==> src/rtl/serial_mag_ctrl.sv <==
// Bit-serial word comparator sequencer driving an external 1-bit magnitude comparator, MSB first.
// Build option MAG_EARLY_EXIT_EN: finish on the first differing bit instead of always scanning all WIDTH bits.
module serial_mag_ctrl #(
  parameter int WIDTH = 8
) (
  input  logic             clk,
  input  logic             rst_n,
  input  logic             start,
  input  logic [WIDTH-1:0] a_in,
  input  logic [WIDTH-1:0] b_in,
  output logic             bit_a,
  output logic             bit_b,
  input  logic             bit_equal,
  input  logic             bit_greater,
  input  logic             bit_lower,
  output logic             busy,
  output logic             done,
  output logic             equal,
  output logic             greater,
  output logic             lower,
  output logic             err
);

  localparam int IW = (WIDTH > 1) ? $clog2(WIDTH) : 1;

  typedef enum logic [1:0] {IDLE, CMP, DONE} state_t;

  state_t         state;
  logic [IW-1:0]  idx;
  logic [WIDTH-1:0] sh_a, sh_b;
  logic           decided, dec_gt;

  logic resp_ok, dec_now, gt_now, stop_now;

  // The sticky decision folds in the current bit only until the first difference is seen.
  always_comb begin
    resp_ok = ({bit_equal, bit_greater, bit_lower} == 3'b100) ||
              ({bit_equal, bit_greater, bit_lower} == 3'b010) ||
              ({bit_equal, bit_greater, bit_lower} == 3'b001);
    dec_now = decided | ~bit_equal;
    gt_now  = decided ? dec_gt : bit_greater;
`ifdef MAG_EARLY_EXIT_EN
    stop_now = (idx == '0) | dec_now;
`else
    stop_now = (idx == '0);
`endif
  end

  always_ff @(posedge clk or negedge rst_n) begin
    if (!rst_n) begin
      state   <= IDLE;
      idx     <= '0;
      sh_a    <= '0;
      sh_b    <= '0;
      decided <= 1'b0;
      dec_gt  <= 1'b0;
      bit_a   <= 1'b0;
      bit_b   <= 1'b0;
      busy    <= 1'b0;
      done    <= 1'b0;
      equal   <= 1'b0;
      greater <= 1'b0;
      lower   <= 1'b0;
      err     <= 1'b0;
    end else begin
      case (state)
        IDLE: begin
          done <= 1'b0;
          if (start) begin
            // MSB goes straight onto the comparator; the shifters hold the remaining bits.
            bit_a   <= a_in[WIDTH-1];
            bit_b   <= b_in[WIDTH-1];
            sh_a    <= a_in << 1;
            sh_b    <= b_in << 1;
            idx     <= IW'(WIDTH - 1);
            decided <= 1'b0;
            dec_gt  <= 1'b0;
            equal   <= 1'b0;
            greater <= 1'b0;
            lower   <= 1'b0;
            err     <= 1'b0;
            busy    <= 1'b1;
            state   <= CMP;
          end
        end
        CMP: begin
          if (!resp_ok) begin
            err     <= 1'b1;
            equal   <= 1'b0;
            greater <= 1'b0;
            lower   <= 1'b0;
            busy    <= 1'b0;
            done    <= 1'b1;
            state   <= DONE;
          end else if (stop_now) begin
            equal   <= ~dec_now;
            greater <= dec_now & gt_now;
            lower   <= dec_now & ~gt_now;
            busy    <= 1'b0;
            done    <= 1'b1;
            state   <= DONE;
          end else begin
            decided <= dec_now;
            dec_gt  <= gt_now;
            idx     <= idx - IW'(1);
            bit_a   <= sh_a[WIDTH-1];
            bit_b   <= sh_b[WIDTH-1];
            sh_a    <= sh_a << 1;
            sh_b    <= sh_b << 1;
          end
        end
        DONE: begin
          done  <= 1'b0;
          state <= IDLE;
        end
        default: begin
          done  <= 1'b0;
          busy  <= 1'b0;
          state <= IDLE;
        end
      endcase
    end
  end

endmodule

==> config.mk <==
export PLATFORM = sky130hd
export DESIGN_NAME = serial_mag_ctrl
export DESIGN_NICKNAME = d
export VERILOG_FILES = /design/src/rtl/serial_mag_ctrl.sv
export SDC_FILE = /design/constraint.sdc
export NUM_CORES = 1
export LEC_CHECK = 0
export ABC_AREA = 1
export CORE_MARGIN = 4
export CORE_UTILIZATION = 30
export CTS_BUF_LIST = sky130_fd_sc_hd__clkbuf_2
export CTS_CLUSTER_DIAMETER = 80
export DETAILED_ROUTE_END_ITERATION = 8
export PLACE_DENSITY = 0.48
export SLEW_MARGIN = 10
export SYNTH_ARGS = -nofsm -noshare
export SYNTH_HDL_FRONTEND = slang
export SYNTH_SLANG_ARGS = --single-unit
==> constraint.sdc <==
create_clock -name clk -period 2.5 [get_ports clk]
set_input_delay 0.625 -clock clk [delete_from_list [all_inputs] [get_ports clk]]
set_output_delay 0.625 -clock clk [all_outputs]
set_load 0.02 [all_outputs]
==> summary.md, run 1 <==
| Metric | Value |
|---|---|
| Worst Tran Pin Value | 420.1 ps |
| Post-cts hold buffer count | 0 |
| Detailed-route DRC error count | 0 |
| CP max stage delay | 600 ps |
| NumNets Final | 262 |
| Worst setup SP type | flop |
| CORE AREA | 4880 sq um |
| WL per Instance | 12.20 um |
| Crit. End Element | output pin |
| Cell Area, Synth | 1555 sq um |
| Post-route clock period utilization | 79.06% |
| Initial antenna violation count | 0 |
| Achievable Freq | 506.0 MHz |
| Clk_skew | 11.85 ps |
| CTS clk-pin slew, worst paths | 150 ps |
| Pre-CTS setup slack | 396.2 ps |
| Row count | 25 |
| Avg Inst Size Synth | 7.587 sq um |
| Max-Cap Viols | 0 |
| Rel. slew slack | 71.93% |
| Horiz. Die Dim | 80 um |
| Met1 WL | 1738 um |
| Worst EP required | 1880 ps |
| Final hold vios | 0 |
| First-pass GRT wire length | 6396 um |
| Fin Hold WS | 486.4 ps |
| Area Overhead vs Synth | 25.10% |
| Filler-free cell count of the finished design | 306 |
| Hold Path Class | reg -> reg |
| Largest net degree at the start of global routing | 30 |
| Resize count post-CTS | 0 |
| Final Max Slew Viols | 0 |
| Setup Fix Bufs, Post-CTS | 0 |
| CTS root buffer | clkbuf_2 |
| Total detailed-routing wirelength | 3733 um |
| DIE HEIGHT | 80 um |
| Inst Count DP | 298 |
| P_leak | 1.041 nW |
| Maximum vdd drop | 0.0003496 V |
| Ports | 30 |
| RSZ-0062 raised after global routing | false |
| Initial core utilization | 31.87% |
| CTS Sinks | 29 |
| CTS Buffer Depth | 2 |
| Outcome | completed |
| Critical-path top delay cell | clkdlybuf4s50_1 |
| Worst-path cell chain | clkdlybuf4s50_1 |
| DRT antenna net count | 0 |
| Post-DP HPWL | 2467 um |
| Detail Route met2 WL | 1767 um |
| DR iter-0 viols | 82 |
| Final min period | 1976 ps |
| Syn nets | 229 |
| Num CTS Buffers | 5 |
| Setup TNS | 0 ps |
| CP top delay family | buffers and inverters |
| Highest metal used | met4 |
| Crit Path Class | reg -> out |
| CTS tree | built |
| Synth Warn # | 0 |
| Vias in the first global route | 1377 |
| Total gr overflow | 0 |
| Pwr Density | 1159 nW/um^2 |
| Clock Latency Late Sink | 360 ps |
| Setup Viol. Count Final | 0 |
| Mapped Cells | 205 |
| CP Data Arrival Time | 1350 ps |
| Power Total | 2.256 mW |
| Crit Path Max Fanout | 2 |
| Cell variety after synth | 20 |
| Yosys reg bits | 29 |
| CP Buf/Inv Count | 1 |
| # fillers | 527 |
| Final Wtd Congestion | 0.7644 |
| H-tree depth | 2 |
| WL met3 | 172 um |
| Fraction of layout cells with a size suffix above 1 | 10.88% |
| Total GRT Usage | 12.93% |
| PortBufs | 29 |
| Ant diodes | 0 |
| DR pass1 iterations | 4 |
| DR vias/cell | 4.520 |
| DR vias | 1383 |
| Post-synthesis sequential area ratio | 46.66% |
| Setup ws final | 523.6 ps |
| Die Footprint | 6400 sq um |
[final timing paths]
| check | startpoint | end | slack (ps) | depth (start not counted) |
|---|---|---|---|---|
| setup / recovery | greater | greater | 520 | 1 |
| hold / removal | idx[1] | idx[1] | 490 | 2 |
| setup reg to reg | state[0] | sh_b[6] | 820 | 7 |
| hold reg to reg | idx[1] | idx[1] | 490 | 2 |
| max in group asynchronous | rst_n | sh_b[5] | 1580 | 2 |
| min in group asynchronous | rst_n | equal | 630 | 2 |
[layer usage]
metal / GRT usage, % / vias up
li1: - / 719
met1: 15.91 / 629
met2: 21.36 / 28
met3: 3.160 / 7
met4: 5.574 / 0
met5: 0 / -
[cell usage in the layout (no fill, tap or decap)]
master / Yosys / routed
nand2_1: 109 / 109
dfrtp_1: 29 / 29
clkdlybuf4s50_1: 0 / 29
nand4_1: 22 / 22
inv_1: 10 / 10
clkbuf_2: 0 / 8
buf_4: 2 / 6
nand3_1: 5 / 5
nor2_1: 5 / 5
inv_2: 4 / 4
nand2_2: 2 / 2
ha_1: 2 / 2
nor2_4: 1 / 1
nand3_4: 1 / 1
a21oi_4: 1 / 1
nand3_2: 1 / 1
o21ai_0: 1 / 1
nor2_2: 1 / 1
o21a_1: 1 / 1
or2_2: 1 / 1
[worst reg2reg max path, cell delays in order (launching register included)]
cell and delay [ps]:
dfrtp_1 470, inv_2 70, nor2_4 340, nand3_4 240
nand3_2 100, buf_4 260, nand2_1 90, nand2_1 60
[sequential cells by signal (all words and copies together), names as in the netlist, 2 cells and up]
name and flops:
sh_a 7, sh_b 7, state 2, idx 3
[cell usage after synthesis]
cell,n,area [sq um]
a21oi_4,1,16.27
buf_2,4,20.02
buf_4,2,15.01
buf_6,3,33.78
dfrtp_1,29,725.7
ha_1,2,25.02
inv_1,10,37.54
inv_2,4,15.01
nand2_1,109,409.1
nand2_2,2,12.51
nand3_1,5,25.02
nand3_2,1,10.01
nand3_4,1,17.52
nand4_1,22,137.6
nor2_1,5,18.77
nor2_2,1,6.260
nor2_4,1,11.26
o21a_1,1,7.510
o21ai_0,1,5.000
or2_2,1,6.260
[power breakdown]
group | switching [mW] | leakage (nW) | internal (mW)
logic | 0.753 | 0.643 | 0.451
registers | 0.124 | 0.364 | 0.680
clock network | 0.165 | 0.0332 | 0.0825
[cells by family after synthesis]
kind of cell / share of synthesized area (%)
compound gates: 1.851
fa+ha+maj: 1.609
buf+inv: 7.803
flops: 46.66
simple gates: 42.08
[metrics by stage]
| step | cell area (sq um) | utilization (%) |
|---|---|---|
| CTS | 1946 | 39.87 |
| global placement | 1906 | 39.05 |
| floorplan | 1555 | - |
| detailed placement | 1906 | 39.05 |
| finish | 1946 | 39.87 |
| global route | 1946 | 39.87 |
[cell type report]
cell class                      instances  area, sq um  share of cell area, %
Clock buffer                            8        40.04                  2.058
Inverter                               14        52.55                  2.701
Multi-Input combinational cell        153        708.2                  36.40
Sequential cell                        29        725.7                  37.30
Tap cell                               67        83.83                  4.309
Timing Repair Buffer                   35        335.3                  17.23
No activity file was read; power rests on OpenSTA's default activity.
==> run 2: changes to the inputs <==
Settings changed: PLACE_DENSITY 0.48 to 0.5.
Clock period 2.5 ns to 1.8 ns, I/O delays scaled along.
==> run 2 against run 1 <==
Total power rose by 41%. Routed wire length did not move. First-iteration DRC count fell by 15%. Die area did not move. Worst setup slack got worse by 300 ps. Cell count rose by 1.3%. Sequential share of layout area fell by 0.61 points. Clock skew fell by 2.7 ps. Critical path depth rose by 8. Flip-flop and latch count did not move. Count of clock-buffer cells in the layout fell by 2. Largest power group unchanged.
==> summary.md, run 2 (synthesis gave the netlist of run 1 again) <==
| Metric | Value |
|---|---|
| CTS Sinks | 29 (unchanged) |
| CP Buf/Inv Count | 3 (+2) |
| Max-Cap Viols | 0 (unchanged) |
| CTS tree | built |
| Worst setup SP type | flop |
| CP top delay family | flip-flops |
| Hold Path Class | in -> async |
| Achievable Freq | 634.3 MHz |
| CP Data Arrival Time | 1830 ps (+480 ps) |
| Total gr overflow | 0 (unchanged) |
| Post-DP HPWL | 2584 um (+4.8%) |
| Horiz. Die Dim | 80 um (unchanged) |
| Largest net degree at the start of global routing | 30 (unchanged) |
| PortBufs | 29 (unchanged) |
| Regs by FF count | sh_a: 7 flops, sh_b: 7 flops, idx: 3 flops |
| Final min period | 1576 ps |
| DR vias/cell | 4.568 (+1.1%) |
| DR iter-0 viols | 70 (-15%) |
| Worst EP required | 2060 ps (+180 ps) |
| Clk_skew | 9.143 ps (-2.712 ps) |
| Area Overhead vs Synth | 27.19% |
| Crit Path Max Fanout | 22 (+20) |
| CP max stage delay | 400 ps (-200 ps) |
| P_leak | 1.088 nW (+4.5%) |
| # fillers | 534 (+1.3%) |
| DIE HEIGHT | 80 um (unchanged) |
| CORE AREA | 4880 sq um (unchanged) |
| Num CTS Buffers | 5 (unchanged) |
| Most common cell after layout, fill and taps aside | nand2_1 |
| NumNets Final | 266 (+1.5%) |
| CTS root buffer | clkbuf_2 |
| Maximum vdd drop | 0.0004494 V (+29%) |
| Crit Path Class | reg -> reg |
| CP dominant cell by count | nand2_1 |
| Outcome | completed |
| Ant diodes | 0 (unchanged) |
| Worst Tran Pin Value | 378.3 ps (-41.84 ps) |
| Pwr Density | 1605 nW/um^2 (+38%) |
| WL per Instance | 12.04 um (-1.3%) |
| Rel. slew slack | 74.78% (+2.9 points) |
| CTS Buffer Depth | 2 (unchanged) |
| Power Total | 3.175 mW (+41%) |
| Final hold vios | 0 (unchanged) |
| Initial antenna violation count | 0 (unchanged) |
| Ports | 30 (unchanged) |
| Initial core utilization | 31.87% (unchanged) |
| Critical-path top delay cell | dfrtp_1 |
| Final Wtd Congestion | 0.8079 (+5.7%) |
| Crit. End Element | flop |
| Total GRT Usage | 12.54% (-0.40 points) |
| DR vias | 1416 (+2.4%) |
| Die Footprint | 6400 sq um (unchanged) |
| Total detailed-routing wirelength | 3733 um (unchanged) |
| Worst-path cell chain | inv_1 > ha_1 > nand2_2 > inv_2 > a21oi_4 > nand3_2 > buf_12 > nand2_1 > nand2_1 |
| Detailed-route DRC error count | 0 (unchanged) |
| Post-route clock period utilization | 87.58% |
| Clock Latency Late Sink | 350 ps (about the same) |
| DR pass1 iterations | 4 (unchanged) |
| Fin Hold WS | 463.4 ps (-23.01 ps) |
| H-tree depth | 2 (unchanged) |
| Commonest non-fill, non-tap cells in the layout | 109 x nand2_1, 29 x dfrtp_1, 22 x nand4_1 |
| CTS clk-pin slew, worst paths | 160 ps (about the same) |
| Final Max Slew Viols | 0 (unchanged) |
| DRT antenna net count | 0 (unchanged) |
| Setup Viol. Count Final | 0 (unchanged) |
| Vias in the first global route | 1311 (-4.8%) |
| First-pass GRT wire length | 6210 um (-2.9%) |
| Fraction of layout cells with a size suffix above 1 | 12.35% (+1.5 points) |
| RSZ-0062 raised after global routing | false |
| Row count | 25 (unchanged) |
## run 2: changes by cell type in the layout (fill, tap and decap cells not counted), sizes merged
cell	change
buf	+4
clkdlybuf4s50	-8
clkbuf	-2
dlygate4sd2	+8
clkinv	+2
## run 2: worst paths after layout
kind	from	endpoint	slack, ps	cells past startpoint
min in group clk	busy	busy	480	2
max in group asynchronous	rst_n	sh_a[3]	1060	2
max reg2reg	idx[0]	sh_a[6]	220	9
min reg2reg	busy	busy	480	2
min	rst_n	dec_gt	460	2
max	idx[0]	sh_a[6]	220	9
## run 2: cell type report
type                            instances  area (sq um)  area share [%]
Clock buffer                            6         30.03           1.518
Tap cell                               67         83.83           4.238
Inverter                               14         52.55           2.657
Multi-Input combinational cell        153         708.2           35.80
Clock inverter                          2         10.01          0.5060
Sequential cell                        29         725.7           36.69
Timing Repair Buffer                   39         367.9           18.60
## run 2: worst register-to-register path: cells and delay by family, from the launching register on
kind / cells / cell delay, ps
DFF: 1 / 400
and+or+nand+nor: 4 / 350
buffers and inverters: 3 / 300
AOI/OAI and AO/OA: 1 / 230
adders and majority gates: 1 / 200
## run 2: metal layers
metal	up-vias	share of wire [%]	global-route usage (%)
li1	730	-	-
met1	654	50	17.25
met2	27	45	18.96
met3	5	3.7	2.709
met4	0	1.4	5.068
met5	-	0	0
## run 2: power breakdown
group / leakage [nW] / internal [mW] / switching, mW
sequential: 0.364 / 0.944 / 0.170
clock: 0.0327 / 0.0976 / 0.232
combinational: 0.691 / 0.666 / 1.07
total: 1.09 / 1.71 / 1.47
## run 2: repair_timing
| item | CTS | global route |
|---|---|---|
| endpoints found under the setup margin | 8 | 0 |
| resized for setup | 8 | 0 |
| hold buffers | 0 | 0 |
| buffers inserted | 0 | 0 |
## run 2: metrics by stage
stage	instances	util, %	cell area [sq um]	TNS, ps	setup slack, ps
after floorplan	205	-	1555	0	371.2
final	310	40.54	1978	0	223.5
after global routing	310	40.54	1978	0	62.86
after CTS	310	40.54	1978	0	202.8
after global placement	302	39.92	1948	0	1.361
after detailed placement	302	39.92	1948	-157.8	-16.68
